--- src/rtl/dpwm_generator_if.sv ---
// Control/status bundle for the dead-time PWM generator: duty valid/ready
// handshake, enable and dead-time controls, gate drives and period status.
interface dpwm_generator_if #(
    parameter int WIDTH    = 8,
    parameter int DT_WIDTH = 4
);
    logic                enable;
    logic [WIDTH-1:0]    duty;
    logic                duty_valid;
    logic                duty_ready;
    logic [DT_WIDTH-1:0] dead_time;
    logic                pwm_h;
    logic                pwm_l;
    logic [WIDTH-1:0]    count;
    logic                period_start;

    modport master (
        output enable, duty, duty_valid, dead_time,
        input  duty_ready, pwm_h, pwm_l, count, period_start
    );

    modport slave (
        input  enable, duty, duty_valid, dead_time,
        output duty_ready, pwm_h, pwm_l, count, period_start
    );
endinterface

--- src/rtl/dpwm_generator.sv ---
// Complementary PWM with dead time; gate drives lag the reference by 1 clock + dead time.
// Duty words are double-buffered; duty_ready stays low while a word waits for the period wrap.
module dpwm_generator #(
    parameter int WIDTH    = 8,
    parameter int DT_WIDTH = 4
) (
    input  logic            clk,
    input  logic            rst,
    dpwm_generator_if.slave bus
);
    typedef enum logic [2:0] {
        S_IDLE,
        S_DT_TO_H,
        S_HIGH,
        S_DT_TO_L,
        S_LOW
    } state_t;

    localparam logic [WIDTH-1:0] CNT_MAX = '1;

    state_t              r_state;
    state_t              w_state_next;
    logic [WIDTH-1:0]    r_count;
    logic [WIDTH-1:0]    w_count_next;
    logic [WIDTH-1:0]    r_shadow;
    logic [WIDTH-1:0]    r_duty_active;
    logic                r_pending;
    logic                r_period_start;
    logic                r_pwm_h;
    logic                r_pwm_l;
    logic [DT_WIDTH-1:0] r_dt_cnt;
    logic [DT_WIDTH-1:0] w_dt_cnt_next;
    logic [DT_WIDTH-1:0] w_dt_load;
    logic                w_dt_zero;
    logic                w_ref;
    logic                w_accept;
    logic                w_transfer;

    assign w_count_next = bus.enable ? r_count + WIDTH'(1) : '0;
    assign w_ref        = (r_count < r_duty_active);
    assign w_accept     = bus.duty_valid && !r_pending;
    // Disabled modulator has no period to protect, so the shadow drains every edge.
    assign w_transfer   = !bus.enable || (r_count == CNT_MAX);
    assign w_dt_load    = bus.dead_time - DT_WIDTH'(1);
    assign w_dt_zero    = (bus.dead_time == '0);

    always_ff @(posedge clk or posedge rst) begin
        if (rst) begin
            r_count        <= '0;
            r_period_start <= 1'b0;
        end else begin
            r_count        <= w_count_next;
            r_period_start <= bus.enable && (w_count_next == '0);
        end
    end

    // When pending is clear the shadow already equals duty_active, so copying
    // unconditionally also covers the accept-and-transfer-on-one-edge case.
    always_ff @(posedge clk or posedge rst) begin
        if (rst) begin
            r_shadow      <= '0;
            r_duty_active <= '0;
            r_pending     <= 1'b0;
        end else begin
            if (w_transfer) begin
                r_duty_active <= r_shadow;
            end
            if (w_accept) begin
                r_shadow  <= bus.duty;
                r_pending <= 1'b1;
            end else if (w_transfer) begin
                r_pending <= 1'b0;
            end
        end
    end

    always_comb begin
        w_state_next  = r_state;
        w_dt_cnt_next = r_dt_cnt;
        if (!bus.enable) begin
            w_state_next  = S_IDLE;
            w_dt_cnt_next = '0;
        end else begin
            case (r_state)
                S_IDLE: begin
                    if (w_dt_zero) begin
                        w_state_next = w_ref ? S_HIGH : S_LOW;
                    end else begin
                        w_state_next  = w_ref ? S_DT_TO_H : S_DT_TO_L;
                        w_dt_cnt_next = w_dt_load;
                    end
                end
                S_HIGH: begin
                    if (!w_ref) begin
                        if (w_dt_zero) begin
                            w_state_next = S_LOW;
                        end else begin
                            w_state_next  = S_DT_TO_L;
                            w_dt_cnt_next = w_dt_load;
                        end
                    end
                end
                S_LOW: begin
                    if (w_ref) begin
                        if (w_dt_zero) begin
                            w_state_next = S_HIGH;
                        end else begin
                            w_state_next  = S_DT_TO_H;
                            w_dt_cnt_next = w_dt_load;
                        end
                    end
                end
                S_DT_TO_H, S_DT_TO_L: begin
                    // Exit target follows the live reference, not the state we came from.
                    if (r_dt_cnt == '0) begin
                        w_state_next = w_ref ? S_HIGH : S_LOW;
                    end else begin
                        w_dt_cnt_next = r_dt_cnt - DT_WIDTH'(1);
                    end
                end
                default: begin
                    w_state_next  = S_IDLE;
                    w_dt_cnt_next = '0;
                end
            endcase
        end
    end

    always_ff @(posedge clk or posedge rst) begin
        if (rst) begin
            r_state  <= S_IDLE;
            r_dt_cnt <= '0;
            r_pwm_h  <= 1'b0;
            r_pwm_l  <= 1'b0;
        end else begin
            r_state  <= w_state_next;
            r_dt_cnt <= w_dt_cnt_next;
            r_pwm_h  <= (w_state_next == S_HIGH);
            r_pwm_l  <= (w_state_next == S_LOW);
        end
    end

    assign bus.duty_ready   = !r_pending;
    assign bus.pwm_h        = r_pwm_h;
    assign bus.pwm_l        = r_pwm_l;
    assign bus.count        = r_count;
    assign bus.period_start = r_period_start;
endmodule

--- src/flat_wrapper.sv ---
// flat-port wrapper written by rule: the top's interface ports become plain ports
module dpwm_generator_flat 
#(
    parameter int WIDTH    = 8,
    parameter int DT_WIDTH = 4
)
  (clk, rst, bus_enable, bus_duty, bus_duty_valid, bus_dead_time, bus_duty_ready, bus_pwm_h, bus_pwm_l, bus_count, bus_period_start);
  dpwm_generator_if #(.WIDTH(WIDTH), .DT_WIDTH(DT_WIDTH)) bus_i ();
  input  logic clk;
  input  logic rst;
  input wire logic [$bits(bus_i.enable)-1:0] bus_enable;
  input wire logic [$bits(bus_i.duty)-1:0] bus_duty;
  input wire logic [$bits(bus_i.duty_valid)-1:0] bus_duty_valid;
  input wire logic [$bits(bus_i.dead_time)-1:0] bus_dead_time;
  output wire logic [$bits(bus_i.duty_ready)-1:0] bus_duty_ready;
  output wire logic [$bits(bus_i.pwm_h)-1:0] bus_pwm_h;
  output wire logic [$bits(bus_i.pwm_l)-1:0] bus_pwm_l;
  output wire logic [$bits(bus_i.count)-1:0] bus_count;
  output wire logic [$bits(bus_i.period_start)-1:0] bus_period_start;
  assign bus_i.enable = bus_enable;
  assign bus_i.duty = bus_duty;
  assign bus_i.duty_valid = bus_duty_valid;
  assign bus_i.dead_time = bus_dead_time;
  assign bus_duty_ready = bus_i.duty_ready;
  assign bus_pwm_h = bus_i.pwm_h;
  assign bus_pwm_l = bus_i.pwm_l;
  assign bus_count = bus_i.count;
  assign bus_period_start = bus_i.period_start;
  dpwm_generator #(.WIDTH(WIDTH), .DT_WIDTH(DT_WIDTH)) u_core (.clk(clk), .rst(rst), .bus(bus_i));
endmodule
--- config.mk ---
export PLATFORM = sky130hd
export DESIGN_NAME = dpwm_generator_flat
export DESIGN_NICKNAME = d
export VERILOG_FILES = /design/src/rtl/dpwm_generator_if.sv /design/src/rtl/dpwm_generator.sv /design/src/flat_wrapper.sv
export SDC_FILE = /design/constraint.sdc
export NUM_CORES = 1
export LEC_CHECK = 0
export CAP_MARGIN = 20
export CORE_MARGIN = 4
export CORE_UTILIZATION = 54
export DETAILED_ROUTE_END_ITERATION = 7
export PLACE_DENSITY = 0.79
export SETUP_SLACK_MARGIN = 0.02
export SYNTH_ARGS = -nofsm -noshare
export SYNTH_HDL_FRONTEND = slang
export SYNTH_SLANG_ARGS = --single-unit
--- constraint.sdc ---
create_clock -name clk -period 2.4 [get_ports clk]
set_clock_uncertainty 0.05 [all_clocks]
set_input_delay 0.36 -clock clk [delete_from_list [all_inputs] [get_ports clk]]
set_output_delay 0.36 -clock clk [all_outputs]
set_load 0.02 [all_outputs]
==> results.md <==
* FFs w/ async S/R, synth at 1.00
* Worst r2r src: u_core.bus.count[1]
* DRC at 0
* H-tree depth at 2
* Worst path arrival time at 2.56 ns
* Met1 Use GR at 0.211
* Skew-Pair Late Insertion Delay at 0.35 ns
* Max-Cap Viols at 0
* Root buf cell: clkbuf_4
* CTS max path bufs at 2
* Detail Route Antenna Nets at 0
* Placed inst area at 0.00232 mm2
* GRT met2 Usage at 0.320
* Yosys cell types at 47
* Port Buffer Count at 27
* Sequential area share after synthesis at 0.447
* Largest net degree at the start of global routing at 36
* Final hold violations at 0
* Initial antenna violation count at 0
* Mean Syn Cell Area at 10.8 um2
* Initial Util at 0.574
* Worst slew pin tran at 0.442 ns
* Num rows at 21
* Achievable Freq at 430 MHz
* Iteration-0 DRC Markers at 93
* Critical path endpoint category: flop
* Worst Hold Class: in2async
* Die area at 0.00466 mm2
* First-pass GRT wire length at 6380 um
* Num ports at 28
* CP max FO at 3
* WP data required at 2.64 ns
* Most Crowded Layer GR: met2
* Worst R2R Path Depth at 9
* Final nets at 247
* CTS Buf Count at 5
* Routed WL at 3880 um
* Core ar. at 0.00342 mm2
* CP Class: reg2reg
* Fin. max-slew vios at 0
* PwrDens at 726 mW/mm2
* Top cell type's share of synthesized area at 0.447
* # setup viols final at 0
* RSZ-0062 raised after global routing: no
* Hold slack at 0.329 ns
* Post-Syn Area at 0.00196 mm2
* Routed len/inst at 14.5 um
* CTS tree: yes
* Startpoint Class: flop
* Synth-to-Final Area Change at 24.1%
* Fillcell total at 254
* Gr usage total at 0.186
* Width of the die at 68.3 um
* Vias at 1,487
* Max_slew headroom at 0.705
* Net Count, Synth at 208
* Area contributors post-synth: dfrtp_1, ha_1, mux2_2
* Final WS setup at 0.0750 ns
* Post-Place Setup Slack at -0.00651 ns
* Clock slew at the register clock pins of the worst setup and hold paths at 0.12 ns
* Status: complete, no violations
* Synth area leader: dfrtp_1
* Vias per inst at 5.55
* Antenna diodes at 0
* Reg2reg end: u_core.bus.pwm_l
* Fin crit share at 0.969
* Gr ovfl total at 0
* Met3 Track Usage GR at 0.0706
* Layout cells sized above 1 at 0.225
* Final min period at 2.32 ns
* EDFF count, synth at 0
* Worst reg2reg setup slack at 0.08 ns
* Routability congestion estimate at 0.848
* Cells after Synth at 182
* Final HPWL DP at 2880 um
* Vias in the first global route at 1,528
* Critical Path Start: u_core.bus.count[1]
* DIE HEIGHT at 68.3 um
* Fin area at 0.00243 mm2
* Leakage at 1.14 nW
* Worst vdd ir at 0.497 mV
* CTS sink count at 35
* DRT Pass-1 Iters at 4
* Yosys reg bits at 35
* Warnings from Yosys at 0
* Top FF cell, synth: dfrtp_1
* Final Util at 0.712
through the flow:
| step | total power [W] | cells | setup TNS, ns |
|---|---|---|---|
| 2_1_floorplan | 0.00127 | 182 | 0 |
| 3_3_place_gp | 0.00138 | 258 | 0 |
| 3_5_place_dp | 0.00142 | 258 | -0.00651 |
| 4_1_cts | 0.00175 | 267 | 0 |
| 5_1_grt | 0.00188 | 268 | 0 |
| 6_report | 0.00176 | 268 | 0 |
cells in the mapped netlist (2+ instances only):
cell type   n
dfrtp_1    35
nand2_1    19
inv_1      11
ha_1       10
o21ai_1    10
nand3_1     9
and2_1      8
mux2_2      8
mux2i_1     5
nor2_1      5
o31ai_1     5
xnor2_1     5
o21ai_0     4
a21o_1      3
buf_2       3
a21boi_1    2
a21oi_1     2
and3_1      2
buf_6       2
clkbuf_1    2
nand2b_4    2
nor4_2      2
o22ai_2     2
or3_1       2
xor2_1      2
critical path: stages (launching register included):
cell and delay (ns):
dfrtp_1 0.42, ha_1 0.34, a2111oi_4 0.35, o31a_4 0.19, inv_4 0.04, ha_1 0.30
a22oi_2 0.18, o22ai_2 0.12, a21oi_1 0.12, and3_1 0.17
area by class of cell:
type	instances	area [um2]	area share
tap	46	57.6	0.0237
timing repair buffer	39	360	0.148
sequential	35	876	0.360
clock buffer	5	37.5	0.0154
inverter	12	47.5	0.0195
clock inverter	3	20.0	0.00823
multi-input combinational	128	1030	0.425
cells in the final DEF, fill, tap and decap left out, types with 7 or more instances in the layout:
cell             instances
dfrtp_1                 35
and2_1                   7
ha_1                     8
nand2_1                 19
nand3_1                  8
clkdlybuf4s50_1         27
mux2_2                   8
inv_1                   11
o21ai_1                 10
buf_4                   12
state kept, by name, indices dropped and copies added, names as in the netlist:
name	flops
u_core.bus.count	8
u_core.bus.period_start	1
u_core.bus.pwm_h	1
u_core.bus.pwm_l	1
u_core.r_dt_cnt	4
u_core.r_duty_active	8
u_core.r_pending	1
u_core.r_shadow	8
u_core.r_state	3
logic make-up after synthesis:
| kind of cell | Yosys count | synth area share |
|---|---|---|
| DFF | 35 | 0.447 |
| xor gates and xnor gates | 7 | 0.0313 |
| adders and majority gates | 10 | 0.0638 |
| muxes | 14 | 0.0772 |
| AOI/OAI and AO/OA | 40 | 0.168 |
| buffers and inverters | 19 | 0.0472 |
| and+or+nand+nor | 57 | 0.165 |
layer usage:
layer / vias up / share of wire
met1: 729 / 0.42
met5: - / 0
met2: 34 / 0.51
li1: 715 / -
met4: 0 / 0.022
met3: 9 / 0.047
timing repair:
| item | in CTS | in global routing |
|---|---|---|
| endpoints found under the setup margin | 1 | 1 |
| hold buffers | 0 | 0 |
| hold endpoints to repair | 0 | 0 |
| resized for setup | 1 | 5 |
| pin swaps | 0 | 2 |
| setup buffers | 1 | 1 |
power breakdown:
part	switching, W	internal (W)	leakage [nW]
sequential	0.0000892	0.000697	0.445
combinational	0.000337	0.000312	0.669
clock	0.000218	0.000112	0.0272
total	0.000643	0.00112	1.14
worst max path at each step:
stage | end | slack, ns | cells after the start
after floorplan | u_core.bus.pwm_l | 0.03 | 10
after global placement | u_core.bus.pwm_l | 0.11 | 10
after detailed placement | u_core.bus.pwm_l | -0.007 | 10
after CTS | u_core.bus.pwm_l | 0.04 | 10
after global routing | u_core.bus.pwm_l | 0.007 | 10
final | u_core.bus.pwm_l | 0.08 | 9
Power figures use the tool's default switching activity.
